===== src/rtl/alu_pkg.sv =====
// Shared definitions for the multi-cycle ALU: opcode encodings and FSM states.
// No ports; imported by alu_multicycle.
package alu_pkg;

    localparam int unsigned OP_W = 4;

    localparam logic [OP_W-1:0] OP_AND   = 4'b0000;
    localparam logic [OP_W-1:0] OP_OR    = 4'b0001;
    localparam logic [OP_W-1:0] OP_ADD   = 4'b0010;
    localparam logic [OP_W-1:0] OP_XOR   = 4'b0011;
    localparam logic [OP_W-1:0] OP_NOR   = 4'b0101;
    localparam logic [OP_W-1:0] OP_SUB   = 4'b0110;
    localparam logic [OP_W-1:0] OP_SLT   = 4'b0111;
    localparam logic [OP_W-1:0] OP_SLTU  = 4'b1000;
    localparam logic [OP_W-1:0] OP_SLL   = 4'b1001;
    localparam logic [OP_W-1:0] OP_SRL   = 4'b1010;
    localparam logic [OP_W-1:0] OP_SRA   = 4'b1011;
    localparam logic [OP_W-1:0] OP_MULTU = 4'b1100;
    localparam logic [OP_W-1:0] OP_DIVU  = 4'b1101;

    typedef enum logic [1:0] {
        S_IDLE,
        S_MUL,
        S_DIV,
        S_DONE
    } state_t;

endpackage


===== src/rtl/alu_iter_muldiv.sv =====
// Iterative unsigned multiply (shift-add) / divide (restoring), one step per cycle.
// Ports:
//   clk, reset : clock, asynchronous active-high reset
//   go         : load operands and start WIDTH steps
//   is_div     : 1 = divide a/b, 0 = multiply a*b (sampled with go)
//   a, b       : operands (sampled with go)
//   busy       : steps remain
//   fin        : the step being taken this cycle is the last one
//   hi, lo     : value the accumulator takes after this cycle's step
//                (product halves, or remainder/quotient); valid when fin=1
module alu_iter_muldiv #(
    parameter int unsigned WIDTH = 32
) (
    input  logic             clk,
    input  logic             reset,
    input  logic             go,
    input  logic             is_div,
    input  logic [WIDTH-1:0] a,
    input  logic [WIDTH-1:0] b,
    output logic             busy,
    output logic             fin,
    output logic [WIDTH-1:0] hi,
    output logic [WIDTH-1:0] lo
);

    localparam int unsigned CW = $clog2(WIDTH) + 1;

    // acc holds {product_hi, multiplier} for MUL or {remainder, dividend/quotient} for DIV
    logic [2*WIDTH-1:0] acc;
    logic [2*WIDTH-1:0] acc_n;
    logic [WIDTH-1:0]   opnd;
    logic [CW-1:0]      cnt;
    logic               mode;

    logic [WIDTH:0]     mul_sum;
    logic [WIDTH:0]     div_part;
    logic [WIDTH-1:0]   div_diff;
    logic               div_ge;

    // Single step of the selected algorithm
    always_comb begin
        mul_sum  = {1'b0, acc[2*WIDTH-1:WIDTH]} + (acc[0] ? {1'b0, opnd} : '0);
        div_part = acc[2*WIDTH-1:WIDTH-1];
        // Remainder stays below the divisor, so the true difference fits in WIDTH bits
        div_diff = div_part[WIDTH-1:0] - opnd;
        div_ge   = (div_part >= {1'b0, opnd});
        if (mode) begin
            acc_n = {(div_ge ? div_diff : div_part[WIDTH-1:0]), acc[WIDTH-2:0], div_ge};
        end else begin
            acc_n = {mul_sum, acc[WIDTH-1:1]};
        end
    end

    assign busy = (cnt != '0);
    assign fin  = (cnt == CW'(1));
    assign hi   = acc_n[2*WIDTH-1:WIDTH];
    assign lo   = acc_n[WIDTH-1:0];

    // Operand load and iteration
    always_ff @(posedge clk or posedge reset) begin
        if (reset) begin
            acc  <= '0;
            opnd <= '0;
            cnt  <= '0;
            mode <= 1'b0;
        end else if (go) begin
            acc  <= {{WIDTH{1'b0}}, (is_div ? a : b)};
            opnd <= is_div ? b : a;
            cnt  <= CW'(WIDTH);
            mode <= is_div;
        end else if (busy) begin
            acc  <= acc_n;
            cnt  <= cnt - CW'(1);
        end
    end

endmodule


===== src/rtl/alu_multicycle.sv =====
// Registered multi-cycle ALU with start/ready/done handshake.
// Ports:
//   clk, reset   : clock, asynchronous active-high reset
//   start        : request, accepted only while ready=1
//   alu_control  : opcode; a, b : operands (all sampled on accept)
//   ready        : high only in IDLE (combinational from state)
//   done         : one-cycle pulse, results valid from this cycle
//   alu_out      : result (LO for MULTU/DIVU); hi_out : MULTU high / DIVU remainder
//   zout, ovf, div_by_zero, illegal : flags registered with alu_out
module alu_multicycle #(
    parameter int unsigned WIDTH = 32,
    parameter int unsigned SHW   = $clog2(WIDTH)
) (
    input  logic             clk,
    input  logic             reset,
    input  logic             start,
    input  logic [3:0]       alu_control,
    input  logic [WIDTH-1:0] a,
    input  logic [WIDTH-1:0] b,
    output logic             ready,
    output logic             done,
    output logic [WIDTH-1:0] alu_out,
    output logic [WIDTH-1:0] hi_out,
    output logic             zout,
    output logic             ovf,
    output logic             div_by_zero,
    output logic             illegal
);

    import alu_pkg::*;

    state_t           state;
    state_t           state_n;
    logic             go;
    logic             load_single;
    logic             load_md;
    logic             is_div;
    logic             dbz_q;

    logic [WIDTH-1:0] sum;
    logic [WIDTH-1:0] diff;
    logic [SHW-1:0]   shamt;
    logic [WIDTH-1:0] res;
    logic             ovf_c;
    logic             ill_c;

    logic             md_busy;
    logic             md_fin;
    logic [WIDTH-1:0] md_hi;
    logic [WIDTH-1:0] md_lo;

    assign is_div = (alu_control == OP_DIVU);
    assign ready  = (state == S_IDLE);

    alu_iter_muldiv #(.WIDTH(WIDTH)) u_muldiv (
        .clk    (clk),
        .reset  (reset),
        .go     (go),
        .is_div (is_div),
        .a      (a),
        .b      (b),
        .busy   (md_busy),
        .fin    (md_fin),
        .hi     (md_hi),
        .lo     (md_lo)
    );

    // Single-cycle operations
    always_comb begin
        sum   = a + b;
        diff  = a - b;
        shamt = b[SHW-1:0];
        res   = '0;
        ovf_c = 1'b0;
        ill_c = 1'b0;
        case (alu_control)
            OP_AND:  res = a & b;
            OP_OR:   res = a | b;
            OP_XOR:  res = a ^ b;
            OP_NOR:  res = ~(a | b);
            OP_ADD: begin
                res   = sum;
                ovf_c = (a[WIDTH-1] == b[WIDTH-1]) && (sum[WIDTH-1] != a[WIDTH-1]);
            end
            OP_SUB: begin
                res   = diff;
                ovf_c = (a[WIDTH-1] != b[WIDTH-1]) && (diff[WIDTH-1] != a[WIDTH-1]);
            end
            OP_SLT:  res = WIDTH'($signed(a) < $signed(b));
            OP_SLTU: res = WIDTH'(a < b);
            OP_SLL:  res = a << shamt;
            OP_SRL:  res = a >> shamt;
            OP_SRA:  res = WIDTH'($signed(a) >>> shamt);
            OP_MULTU, OP_DIVU: res = '0;
            default: ill_c = 1'b1;
        endcase
    end

    // State register
    always_ff @(posedge clk or posedge reset) begin
        if (reset) begin
            state <= S_IDLE;
        end else begin
            state <= state_n;
        end
    end

    // Next state and load strobes
    always_comb begin
        state_n     = state;
        go          = 1'b0;
        load_single = 1'b0;
        load_md     = 1'b0;
        case (state)
            S_IDLE: begin
                if (start) begin
                    if (alu_control == OP_MULTU) begin
                        go      = 1'b1;
                        state_n = S_MUL;
                    end else if (is_div) begin
                        go      = 1'b1;
                        state_n = S_DIV;
                    end else begin
                        load_single = 1'b1;
                        state_n     = S_DONE;
                    end
                end
            end
            S_MUL, S_DIV: begin
                if (md_fin) begin
                    load_md = 1'b1;
                    state_n = S_DONE;
                end else if (!md_busy) begin
                    // Engine idle without finishing: recover rather than hang
                    state_n = S_IDLE;
                end
            end
            S_DONE:  state_n = S_IDLE;
            default: state_n = S_IDLE;
        endcase
    end

    // Result and flag registers
    always_ff @(posedge clk or posedge reset) begin
        if (reset) begin
            done        <= 1'b0;
            dbz_q       <= 1'b0;
            alu_out     <= '0;
            hi_out      <= '0;
            zout        <= 1'b1;
            ovf         <= 1'b0;
            div_by_zero <= 1'b0;
            illegal     <= 1'b0;
        end else begin
            done <= (state_n == S_DONE);
            if (go) begin
                dbz_q <= is_div && (b == '0);
            end
            if (load_single) begin
                alu_out     <= res;
                hi_out      <= '0;
                zout        <= (res == '0);
                ovf         <= ovf_c;
                div_by_zero <= 1'b0;
                illegal     <= ill_c;
            end else if (load_md) begin
                alu_out     <= md_lo;
                hi_out      <= md_hi;
                zout        <= (md_lo == '0);
                ovf         <= 1'b0;
                div_by_zero <= dbz_q;
                illegal     <= 1'b0;
            end
        end
    end

endmodule


===== config.mk =====
export PLATFORM = sky130hd
export DESIGN_NAME = alu_multicycle
export DESIGN_NICKNAME = d
export VERILOG_FILES = /design/src/rtl/alu_pkg.sv /design/src/rtl/alu_iter_muldiv.sv /design/src/rtl/alu_multicycle.sv
export SDC_FILE = /design/constraint.sdc
export NUM_CORES = 1
export LEC_CHECK = 0
export CAP_MARGIN = 20
export CORE_ASPECT_RATIO = 1.25
export CORE_MARGIN = 5
export CORE_UTILIZATION = 30
export CTS_BUF_LIST = sky130_fd_sc_hd__clkbuf_8
export DETAILED_ROUTE_END_ITERATION = 10
export DONT_BUFFER_PORTS = 1
export PLACE_DENSITY_LB_ADDON = 0.3
export SLEW_MARGIN = 0
export SYNTH_ARGS = -nofsm -noshare
export SYNTH_HDL_FRONTEND = slang
export SYNTH_SLANG_ARGS = --single-unit

===== constraint.sdc =====
create_clock -name clk -period 6.3 [get_ports clk]
set_clock_uncertainty 0.05 [all_clocks]
set_input_delay 0.945 -clock clk [delete_from_list [all_inputs] [get_ports clk]]
set_output_delay 0.945 -clock clk [all_outputs]
set_load 0.005 [all_outputs]

-- Word-level counts from Yosys, hierarchy flattened
Cells that the tools add are included.
- add/sub/neg operators: 5
- magnitude comparators: 3
- equal/unequal tests: 21
- shift-type cells: 3
- muxes and demuxes: 39
- bitwise gates (word level): 4
- reduce and logical (&&, ||, !) cells: 13
- operator list (operator ; count):
    $pmux W32 S11 ; 1
    $mux W32 ; 8
    $mux W64 ; 3
    $logic_not A32 Y1 ; 3
    $lt A32 B32 Y1 ; 2
    $sub A32 B32 Y32 ; 2
    $add A32 B33 Y33 ; 1
    $ge A33 B32 Y1 ; 1
    $add A32 B32 Y32 ; 1
    $and A32 B32 Y32 ; 1
    $not A32 Y32 ; 1
    $or A32 B32 Y32 ; 1
    $shl A32 B5 Y32 ; 1
    $shr A32 B5 Y32 ; 1
    $sshr A32 B5 Y32 ; 1
    $xor A32 B32 Y32 ; 1
    $eq A4 B4 Y1 const B ; 6
    $mux W1 ; 19
    $reduce_or A13 Y1 ; 1
    $eq A4 B3 Y1 const B ; 3
    $mux W6 ; 2
    $eq A4 B2 Y1 const B ; 2
    $mux W2 ; 4
    $eq A2 B2 Y1 const B ; 3
    other kinds (14) ; 19
- flip-flop bits (word level): 175
- input bits: 71
- word-level logic and storage cells: 101

-- Longest topological paths before layout
- word-level depth: 6
- gate-level depth with buffers: 18
- depth with buffers taken out: 16

-- Modules after synthesis
A second synthesis with hierarchy kept.
- cell total of the unflattened synthesis: 3105
- area total of the unflattened synthesis: 23915.4 um2
- by module, submodules not included (module ; times used ; cells each ; area an instance (um2)):
    alu_multicycle ; 1 ; 1903 ; 14072.2
    alu_iter_muldiv ; 1 ; 1202 ; 9843.2

-- Worst setup path after synthesis
Ideal clock, no wire load.
- kind: in2reg
- start: in b[3]
- end: reg zout
- data arrival time: 4727 ps
- setup slack: 1462 ps
- stages on the path: 17
- path buffers: 4
- cell sequence: clkbuf_1 -> inv_1 -> clkbuf_1 -> buf_1 -> clkbuf_1 -> ha_1 -> nor2b_1 -> a211oi_1 -> o21ai_1 -> o31ai_1 -> a311o_1 -> a221oi_1 -> a221o_1 -> a21o_1 -> nor4_2 -> and4_1 -> a221o_1
- word-level cells in the longest chain between the ends: 5
- elaborated cells on any way between the ends: 14
- RTL lines (what ; line ; text):
    from (decl) ; alu_multicycle.sv:19 ; input logic [WIDTH-1:0] b,
    parallel branches: the longest is 2 deep, another holds $sub A32 B32 Y32 ; -- ;
    $pmux W32 S11 * ; alu_multicycle.sv:76 ; case (alu_control)
    $logic_not A32 Y1 * ; alu_multicycle.sv:162 ; zout <= (res == '0);
    $mux W1 * ; alu_multicycle.sv:159 ; if (load_single) begin
    to (signal assigned) ; alu_multicycle.sv:162 ;
    to (signal assigned) ; alu_multicycle.sv:169 ; zout <= (md_lo == '0);
    to (decl) ; alu_multicycle.sv:24 ; output logic zout,
Mark *: on every way between the ends.
A chain may end at the register's enable or synchronous reset.

-- Worst setup path after layout
- start: in b[1]
- end: reg zout
The elaborated chain is that of the path after synthesis.

==> metrics.md <==
| Metric | Value |
|---|---|
| Area share of fa/ha/maj cells after synthesis | 0.101 |
| #FFs+latches synth | 175 |
| CTS Root Cell | clkbuf_8 |
| Global-route usage over all layers | 0.276 |
| Area Overhead vs Synth | 4.93% |
| Min cycle time layout | 4.85 ns |
| R2R cell count | 13 |
| P per Cell Area | 442 nW/um^2 |
| Sequential power share | 0.234 |
| DP Area | 22200 sq um |
| Worst-path maximum fanout | 54 |
| Die ar. | 77100 sq um |
| Switching part of the total power | 0.541 |
| Drt total wl | 112000 microns |
| Critical path type | primary input to flip-flop |
| Final Power | 9.97 mW |
| Antenna Cells | 0 |
| DR vias/cell | 6.38 |
| First-pass GRT wire length | 159000 microns |
| Yosys cell types | 92 |
| Die width | 249 microns |
| Total of max-cap violations | 0 |
| CP max-delay cell | a2111oi_0 |
| Peak supply drop | 193 uV |
| R2r startpoint | u_muldiv.acc[43] |
| CTS Buf Count | 17 |
| Initial core utilization | 0.303 |
| DRC viols | 0 |
| Max-slew violation count | 0 |
| Reg2reg end | alu_out[0] |
| Filler instances | 7795 |
| Syn Std Cell Area | 21500 sq um |
| Clock sinks | 175 |
| Die height | 309 microns |
| Min-delay worst type | primary input to asynchronous set/reset pin |
| Drt initial violations | 2807 |
| Detail Route Antenna Nets | 0 |
| Hold Vio Cnt, Final | 0 |
| Synth Area in Compound Gates | 0.321 |
| Post-Syn Instances | 2890 |
| Peak Freq | 206 MHz |
| Post-DP HPWL | 85400 microns |
| Avg WL per Cell | 30.3 microns |
| Outcome | finished clean |
| Port bufs | 0 |
| Final nets | 2975 |
| Worst path cell trace | inv_1 -> ha_1 -> nor2_1 -> o311ai_1 -> a21boi_0 -> a2111oi_0 -> o221ai_1 -> a221oi_2 -> nand2_1 -> nor4_1 -> nand4b_1 -> nor4_2 -> and4_1 -> a221o_1 |
| Least-Margin Pin Slew | 1.05 ns |
| Initial antenna violation count | 2 |
| Logic pwr share | 0.677 |
| Leakage | 9.24 nW |
| Number of synthesized flops with an enable pin | 0 |
| Post-synth top flop | dfrtp_1 |
| Clock power frac | 0.089 |
| Finish-stage setup viols | 0 |
| Rows | 109 |
| Largest net degree at the start of global routing | 86 |
| R2R Setup Slk | 1.59 ns |
| Sum Neg Setup Slack | 0 ns |
| Post-cts gate resize count | 0 |
| YS warnings | 0 |
| CP Data Arrival Time | 5.37 ns |
| Clock Path Buffers | 2 |
| CTS tree | done |
| Largest family of logic cells by synthesized area | compound AO/OA/AOI/OAI gates |
| Vias in the first global route | 22300 |
| Post-Synth XOR/XNOR Area | 0.0310 |
| TritonRoute pass-1 iters | 6 |
| Syn avg cell area | 7.44 sq um |
| Global route total overflow | 0 |
| Clock latency on the worst-skew pair | 0.61 ns |
| Net Sw Power | 5.39 mW |
| Post-synthesis sequential area ratio | 0.204 |
| CP Capture Type | flip-flop |
| Routability cong. | 1.06 |
| Post-CTS Setup Inserts | 0 |
| Syn_nets | 3132 |
| Fin crit share | 0.771 |
| Cell Int Power | 4.58 mW |
| RSZ-0062 raised after global routing | no |
| Simple-gate share of the synthesized area | 0.191 |
| Layout cells sized above 1 | 0.0579 |
| Core Region | 70900 sq um |
| CTS Hold Bufs | 0 |
| Vias | 23500 |
| Worst setup SP type | primary input |
| IO Count | 141 |
| Rel. slew slack | 0.293 |
| Max incr delay on CP | 0.84 ns |
| Req. time, crit path | 6.82 ns |
| H-tree levels | 4 |
| Ys async rst share | 1.00 |
| Design Area, Final | 22600 sq um |
| Clk slew on worst S/H paths | 0.14 ns |
| Mux share of post-synthesis cell area | 0.0811 |
power groups by stage:
stage,Sequential (mW),Clock (mW),Combinational (mW)
global route,2.39,0.943,7.45
floorplan,1.98,0,5.09
global placement,2.36,0,6.65
CTS,2.33,0.918,6.69
finish,2.33,0.888,6.75
detailed placement,2.35,0,6.65
how the worst max path moves through the flow:
stage                     startpoint          to  slack [ns]
finish                          b[1]        zout        1.45
global route        u_muldiv.acc[43]  alu_out[0]        1.36
CTS                 u_muldiv.acc[43]  alu_out[0]        1.57
detailed placement              b[1]        zout        1.06
global placement                b[1]        zout        1.11
floorplan                      reset  alu_out[0]        0.56
Yosys cell counts (all sizes together) (26+ instances only):
cell / n / area share
dfrtp: 174 / 0.20
inv: 159 / 0.028
buf: 61 / 0.016
a21oi: 248 / 0.058
xnor2: 48 / 0.020
ha: 167 / 0.097
nor4: 26 / 0.0079
o211ai: 55 / 0.019
xor2: 28 / 0.011
and2: 48 / 0.014
o21ai: 322 / 0.075
nand4: 28 / 0.0081
nor2: 241 / 0.042
a21o: 41 / 0.014
o221ai: 77 / 0.031
nand2: 303 / 0.053
nand2b: 30 / 0.0087
mux2: 26 / 0.014
a31oi: 27 / 0.0081
clkbuf: 158 / 0.028
mux2i: 95 / 0.044
nor3: 42 / 0.0098
a211oi: 44 / 0.015
nand3: 62 / 0.014
state kept, by name, summed over array words and instances, names as in the netlist:
name,count
ovf,1
div_by_zero,1
u_muldiv.cnt,6
u_muldiv.opnd,32
illegal,1
u_muldiv.mode,1
u_muldiv.acc,64
dbz_q,1
state,2
hi_out,32
zout,1
alu_out,32
done,1
cells in the final DEF (no fill, tap or decap), types with 40 or more instances in the layout:
master / synthesis / routed
nor3_1: 42 / 40
nor2_1: 241 / 239
buf_4: 1 / 40
a21o_1: 41 / 41
xnor2_1: 48 / 48
mux2i_1: 95 / 95
and2_1: 48 / 48
ha_1: 167 / 167
dfrtp_1: 174 / 173
o211ai_1: 55 / 55
a21oi_1: 247 / 247
inv_1: 158 / 156
nand3_1: 62 / 61
a211oi_1: 44 / 44
o221ai_1: 77 / 77
o21ai_0: 317 / 317
nand2_1: 303 / 302
cells by family after synthesis:
family,count (synthesis)
DFF,175
xor gates and xnor gates,76
muxes,143
adders and majority gates,171
buffers and inverters,378
and+or+nand+nor,877
AOI/OAI and AO/OA,1070
area by class of cell:
cell class	count	area [sq um]	area share
Timing Repair Buffer	43	332	0.0147
Sequential cell	175	4380	0.194
Clock buffer	18	248	0.0110
Tap cell	943	1180	0.0523
Inverter	159	604	0.0268
Clock inverter	14	139	0.00616
Multi-Input combinational cell	2337	15700	0.695
layer usage:
layer	up-vias	track usage	routed length, microns
met5	-	0	11
met4	2	0.194	9840
met3	387	0.0611	9460
met2	1315	0.454	50800
met1	11500	0.321	41600
li1	10400	-	-
worst max-delay path: cells and delay by family:
| kind | cells | cell delay (ns) |
|---|---|---|
| adders and majority gates | 1 | 0.34 |
| AOI/OAI and AO/OA | 6 | 2.54 |
| and+or+nand+nor | 6 | 1.44 |
| buffers and inverters | 1 | 0.10 |
per-stage QoR:
step / util / hold slack (ns) / worst slack (ns) / cells
after CTS: 0.318 / 0.168 / 1.57 / 3688
after global routing: 0.318 / 0.228 / 1.36 / 3689
after detailed placement: 0.313 / 0.492 / 1.06 / 3656
after global placement: 0.312 / 0.483 / 1.11 / 3655
after floorplan: - / 0.398 / 0.561 / 2890
final: 0.318 / 0.211 / 1.45 / 3689
No activity file was read; power rests on OpenSTA's default activity.
